$ cat src/rtl/instruction_memory_sync.sv
// instruction_memory_sync: clocked, word-addressed instruction store.
// Fetch port: valid/ready request, registered response with 1-cycle latency,
// response held under back-pressure. Program-load port writes words in RUN.
// After reset an init FSM rewrites every word (index for the first INIT_LEN
// words, zero above) before fetches are accepted.
// Optional feature: define IMEM_FAULT_CNT_EN to build a saturating 8-bit
// counter of accepted out-of-range fetches on fault_cnt; otherwise fault_cnt
// is tied to zero.
module instruction_memory_sync #(
  parameter int unsigned DATA_W   = 16,
  parameter int unsigned ADDR_W   = 8,
  parameter int unsigned DEPTH    = 256,
  parameter int unsigned INIT_LEN = 31
) (
  input  logic              clk,
  input  logic              rst,
  input  logic              req_valid,
  input  logic [ADDR_W-1:0] req_addr,
  output logic              req_ready,
  output logic              rsp_valid,
  output logic [DATA_W-1:0] rsp_data,
  output logic              rsp_fault,
  input  logic              rsp_ready,
  input  logic              prog_we,
  input  logic [ADDR_W-1:0] prog_addr,
  input  logic [DATA_W-1:0] prog_data,
  output logic              busy,
  output logic [7:0]        fault_cnt
);

  localparam int unsigned       IDX_W    = (DEPTH > 1) ? $clog2(DEPTH) : 1;
  localparam logic [ADDR_W-1:0] LAST_PTR = ADDR_W'(DEPTH - 1);

  typedef enum logic {
    ST_INIT,
    ST_RUN
  } state_t;

  state_t            state;
  logic [ADDR_W-1:0] ptr;
  logic [DATA_W-1:0] mem [DEPTH];

  logic              req_in_range;
  logic              prog_in_range;
  logic              accept;
  logic [IDX_W-1:0]  req_idx;
  logic [IDX_W-1:0]  prog_idx;
  logic [IDX_W-1:0]  init_idx;
  logic [DATA_W-1:0] init_word;

  // Address decode, init pattern and the fetch handshake
  always_comb begin
    req_in_range  = 32'(req_addr) < DEPTH;
    prog_in_range = 32'(prog_addr) < DEPTH;
    // Out-of-range addresses are steered to word 0 so the array is never
    // indexed past its end; their data is discarded anyway.
    req_idx       = req_in_range  ? IDX_W'(req_addr)  : '0;
    prog_idx      = prog_in_range ? IDX_W'(prog_addr) : '0;
    init_idx      = IDX_W'(ptr);
    init_word     = (32'(ptr) < INIT_LEN) ? DATA_W'(ptr) : '0;
    req_ready     = (state == ST_RUN) && !prog_we && (!rsp_valid || rsp_ready);
    accept        = req_valid && req_ready;
  end

  // Array write port: init sweep during INIT, program loads during RUN
  always_ff @(posedge clk) begin
    if (state == ST_INIT) begin
      mem[init_idx] <= init_word;
    end else if (prog_we && prog_in_range) begin
      mem[prog_idx] <= prog_data;
    end
  end

  // Init FSM plus registered fetch response
  always_ff @(posedge clk or posedge rst) begin
    if (rst) begin
      state     <= ST_INIT;
      ptr       <= '0;
      busy      <= 1'b1;
      rsp_valid <= 1'b0;
      rsp_data  <= '0;
      rsp_fault <= 1'b0;
    end else begin
      case (state)
        ST_INIT: begin
          ptr <= ptr + 1'b1;
          if (ptr == LAST_PTR) begin
            state <= ST_RUN;
            busy  <= 1'b0;
          end
        end
        ST_RUN: begin
          if (accept) begin
            rsp_valid <= 1'b1;
            rsp_data  <= req_in_range ? mem[req_idx] : '0;
            rsp_fault <= !req_in_range;
          end else if (rsp_ready) begin
            rsp_valid <= 1'b0;
          end
        end
        default: begin
          state <= ST_INIT;
          ptr   <= '0;
          busy  <= 1'b1;
        end
      endcase
    end
  end

`ifdef IMEM_FAULT_CNT_EN
  logic [7:0] fault_q;

  // Saturating count of accepted out-of-range fetches
  always_ff @(posedge clk or posedge rst) begin
    if (rst) begin
      fault_q <= '0;
    end else if (accept && !req_in_range && (fault_q != '1)) begin
      fault_q <= fault_q + 8'd1;
    end
  end

  // Counter drives the status port
  always_comb begin
    fault_cnt = fault_q;
  end
`else
  // Counter not built: status port reads zero
  always_comb begin
    fault_cnt = '0;
  end
`endif

endmodule

$ cat config.mk
export PLATFORM = sky130hd
export DESIGN_NAME = instruction_memory_sync
export DESIGN_NICKNAME = d
export VERILOG_FILES = /design/src/rtl/instruction_memory_sync.sv
export SDC_FILE = /design/constraint.sdc
export NUM_CORES = 2
export LEC_CHECK = 0
export CORE_MARGIN = 2
export CORE_UTILIZATION = 45
export DETAILED_ROUTE_END_ITERATION = 7
export GPL_ROUTABILITY_DRIVEN = 1
export HOLD_SLACK_MARGIN = 0.05
export PLACE_DENSITY = 0.58
export SLEW_MARGIN = 5
export SYNTH_ARGS = -nofsm -noshare
export SYNTH_HDL_FRONTEND = slang
export SYNTH_SLANG_ARGS = --single-unit
export TNS_END_PERCENT = 50
$ cat constraint.sdc
create_clock -name clk -period 12.6 [get_ports clk]
set_input_delay 2.52 -clock clk [delete_from_list [all_inputs] [get_ports clk]]
set_output_delay 2.52 -clock clk [all_outputs]
set_load 0.05 [all_outputs]
* Word level (Yosys, flattened, before mapping)
Memories as Yosys holds them, arrays and structs flattened. A register that Yosys moved wholly into a read port is not among the register bits.
Cells that the tools add are included.
** Word-level totals
- Register bits :: 11
- Bits in writable memories :: 4096
- Bits of input ports :: 37
- Output and inout bits :: 28
- Logic and storage cells :: 32
- Memories :: 1
** Cells by class
- Add/subtract/negate cells :: 1
- Order comparisons :: 1
- Eq/ne operators :: 1
- Multiplexer cells :: 12
- Bitwise operators :: 1
- Reductions and logical operators :: 11
** Memory list
- mem :: words 256, width 16, read ports 1, clocked after Yosys merged registers in 1, write ports 1, RTL line 41 : logic [DATA_W-1:0] mem [DEPTH];
** Operators with widths (count)
- $mux 16 :: 1
- $mux 8 :: 2
- $reduce_or 16->1 :: 1
- $mux 1 :: 9
- $add 8x1->8 const B :: 1
- $eq 8x8->1 const B :: 1
- $lt 8x5->1 const B :: 1
- $reduce_and 2->1 :: 3
- $logic_and 1x1->1 :: 3
- $logic_not 1->1 :: 2
- $reduce_bool 2->1 :: 1
- $logic_or 1x1->1 :: 1
- $not 1->1 :: 1

* Depth between registers and ports, before layout
- Word-level depth :: 6
- Mapped depth :: 12
- Depth with buffers taken out :: 7

* Worst setup path after synthesis
OpenSTA, ideal clock, no wires.
- Kind :: input to register
- Start point :: input prog_we
- End point :: memory mem[0][0], data pin
- Library setup time :: 0.865 ns
- Arrival :: 6.747 ns
- Required time :: 11.735 ns
- Setup slack :: 4.988 ns
- Stages :: 5
- Buffers on the path :: 1
- Cells stage by stage :: and2_0 -> clkbuf_1 -> or3_1 -> nor3_1 -> a22o_1
** On the way
- Cells in the longest elaborated chain, start to end :: 5
** Ends and longest elaborated chain
- start: declaration :: RTL line 24 : input logic prog_we,
- $mux 1 :: RTL line 69 : end else if (prog_we && prog_in_range) begin
- $mux 1 :: RTL line 67 : if (state == ST_INIT) begin
- $mux 1 (implied by the code) :: RTL line 70 : mem[prog_idx] <= prog_data;
- $reduce_or 16->1 (no line)
- $mux 16 (no line)
- end: declaration :: RTL line 41
No other way between the ends.

* Worst setup path in the final report
- Start point :: input prog_we
- End point :: output req_ready
** On the way
- Cells in the longest elaborated chain, start to end :: 3
** Ends and longest elaborated chain
- $logic_not 1->1 :: RTL line 61 : req_ready = (state == ST_RUN) && !prog_we && (!rsp_valid || rsp_ready);
- $logic_and 1x1->1 (2 in a row) :: RTL line 61
- end: declaration :: RTL line 19 : output logic req_ready,
No other way between the ends.

==> results.txt <==
Max_slew headroom - 0.0463
Status - complete, no violations
Worst Clk Skew - 44.7 ps
Area delta synth->final - 12.9%
Fin crit period - 7380 ps
Max VDD drop - 0.120 mV
Cells after Synth - 7756
Worst path depth - 4
Via/cell ratio - 6.09
Crit path capture - req_ready
Routed Antenna Nets - 0
Kind of critical path - in -> out
CP startpoint kind - primary input
Largest net degree at the start of global routing - 209
WL final - 445000 um
Initial core utilization - 0.452
Fin crit share - 0.586
Clock Tree Root - clkbuf_16
Fin nets - 8188
First-pass DRT Iterations - 6
Bufs on Longest Clock Path - 4
Worst r2r path cells - 8
Slowest CP cell - clkdlybuf4s50_1
Setup violators final - 0
Most used cell, CP - clkdlybuf4s50_1
First-pass GRT wire length - 623000 um
Cell family with most CP delay - buffers and inverters
Gr usage total - 0.246
Post_cts resized - 0
Fmax - 0.136 GHz
Clock transition at path regs - 60 ps
Worst Tran Pin Value - 1420 ps
Slew Viols, Final - 0
Worst path bufs/invs - 2
IO buf count - 55
Most common cell in the synthesized netlist - edfxtp_1
R2R Path End - rsp_data[15]
CTS tree - done
CP max FO - 15
Setup TNS Final - 0 ps
CP startpoint - prog_we
CP cell instances - clkdlybuf4s50_1 -> nor2b_1 -> and2_1 -> clkdlybuf4s50_1
Residual DRC count - 0
Share of layout cells above drive strength 1 - 0.220
Final Hold Fails - 0
Cell variety after synth - 64
Worst Path Required - 10080 ps
GP Congestion - 0.855
Top post-synthesis cells by count - 4096 x edfxtp_1, 699 x mux4_2, 661 x mux2i_1
Critical Path Sink Type - output port
RSZ-0062 raised after global routing - no
Clk Latency, worst-skew pair - 970 ps
Total number of vias - 80600
Worst min path class - reg -> reg
Synthesis warning total - 0
Die ar. - 359000 um2
Crit path arrival time - 4860 ps
Initial antenna violation count - 27
WL per Instance - 33.6 um
Max-cap violations - 0
DIE WIDTH - 599 um
Gr ovfl total - 0
CTS buffer count - 416
FILL cells - 27800
Synth Register Bits - 4123
Die H - 599 um
DP Cell Count - 12500
Core area - 353000 um2
Synthesized cell area - 160000 um2
Clock tree sinks - 4123
Area leader, netlist - edfxtp_1
Leak Pwr - 0.0504 uW
DR iter-0 viols - 10100
Final Hold Slack - 472 ps
R2R Setup Slk - 7620 ps
Placed Area - 167000 um2
Number of H-tree levels - 5
Fin cells - 13200
Power density cells - 154 nW/um2
Row Count - 218
Asr flop ratio synth - 0.00655
Post-route cell area - 180000 um2
EDFF count, synth - 4096
Top cells by area, synth - edfxtp_1 77%, mux4_2 9.9%, mux2i_1 4.1%
Postcts setup bufs - 0
Synth Flop Type - edfxtp_1
Tot Pwr - 27800 uW
Slowest stage delay, CP - 930 ps
Hpwl dp - 269000 um
Avg Cell Area, Syn - 20.6 um2
Vias in the first global route - 79600
Cts hold-fix bufs - 0
Sequential element share of the synthesized area - 0.775
Share of the synthesized area in the top cell type - 0.771
I/O pins - 65
RR Startpoint - state
[sequential cells by signal, summed over array words and instances (netlist names)]
register / cells
rsp_valid: 1
rsp_data: 16
state: 1
mem: 4096
busy: 1
init_idx: 8
[kinds of logic after synthesis]
logic type	count (synthesis)	synth area share
xor gates and xnor gates	7	0.000384
AOI/OAI and AO/OA	891	0.0386
muxes	1407	0.143
adders and majority gates	1	0.0000784
buffers and inverters	478	0.0190
DFF	4123	0.775
other	1	0.0000235
and+or+nand+nor	848	0.0232
[per-stage QoR]
stage / setup WS [ps] / utilization
after CTS: 5180 / 0.510
after global placement: 4520 / 0.472
after detailed placement: 4530 / 0.472
after global routing: 5160 / 0.510
final: 5220 / 0.510
after floorplan: 4990 / -
[area by class of cell]
class	count	area (um2)	share of cell area
Multi-Input combinational cell	3163	33300	0.185
Clock buffer	510	11000	0.0610
Timing Repair Buffer	441	3690	0.0205
Inverter	5	27.5	0.000153
Sequential cell	4123	124000	0.687
Clock inverter	254	2370	0.0132
Tap cell	4730	5920	0.0329
Antenna cell	16	40.0	0.000222
[power by group]
group	total (uW)	internal (uW)	switching, uW
clock network	12200	6940	5240
logic	741	237	504
registers	14800	14800	0
total	27800	22000	5750
[per-layer routing]
metal | global-route usage | wire (um) | vias up
met3 | 0.0440 | 34800 | 662
met4 | 0.0911 | 18200 | 12
li1 | - | - | 33100
met2 | 0.397 | 215000 | 3460
met1 | 0.337 | 177000 | 43400
met5 | 0 | 70 | -
[worst min-delay path by stage]
stage	start	endpoint	slack, ps	cells after the start
6_report	busy	busy	470	1
5_1_grt	busy	busy	490	1
4_1_cts	busy	busy	470	1
3_5_place_dp	busy	busy	470	1
3_3_place_gp	busy	busy	460	1
2_1_floorplan	init_idx[7]	init_idx[7]	510	1
[cells in the final DEF, fill, tap and decap left out, types with 47 or more instances in the layout]
cell type,n
o221ai_1,119
clkinv_1,93
mux2i_1,661
nand3_1,47
clkbuf_16,421
mux2_2,47
a22oi_1,66
mux4_2,699
nor2_2,88
nand2_1,309
edfxtp_1,4096
buf_4,367
o21ai_0,96
a211oi_1,109
a21oi_1,104
nor2_1,232
o22ai_1,249
clkdlybuf4s50_1,51
clkinv_2,89
clkbuf_1,78
Note: power is estimated with default switching activity, not from simulation.
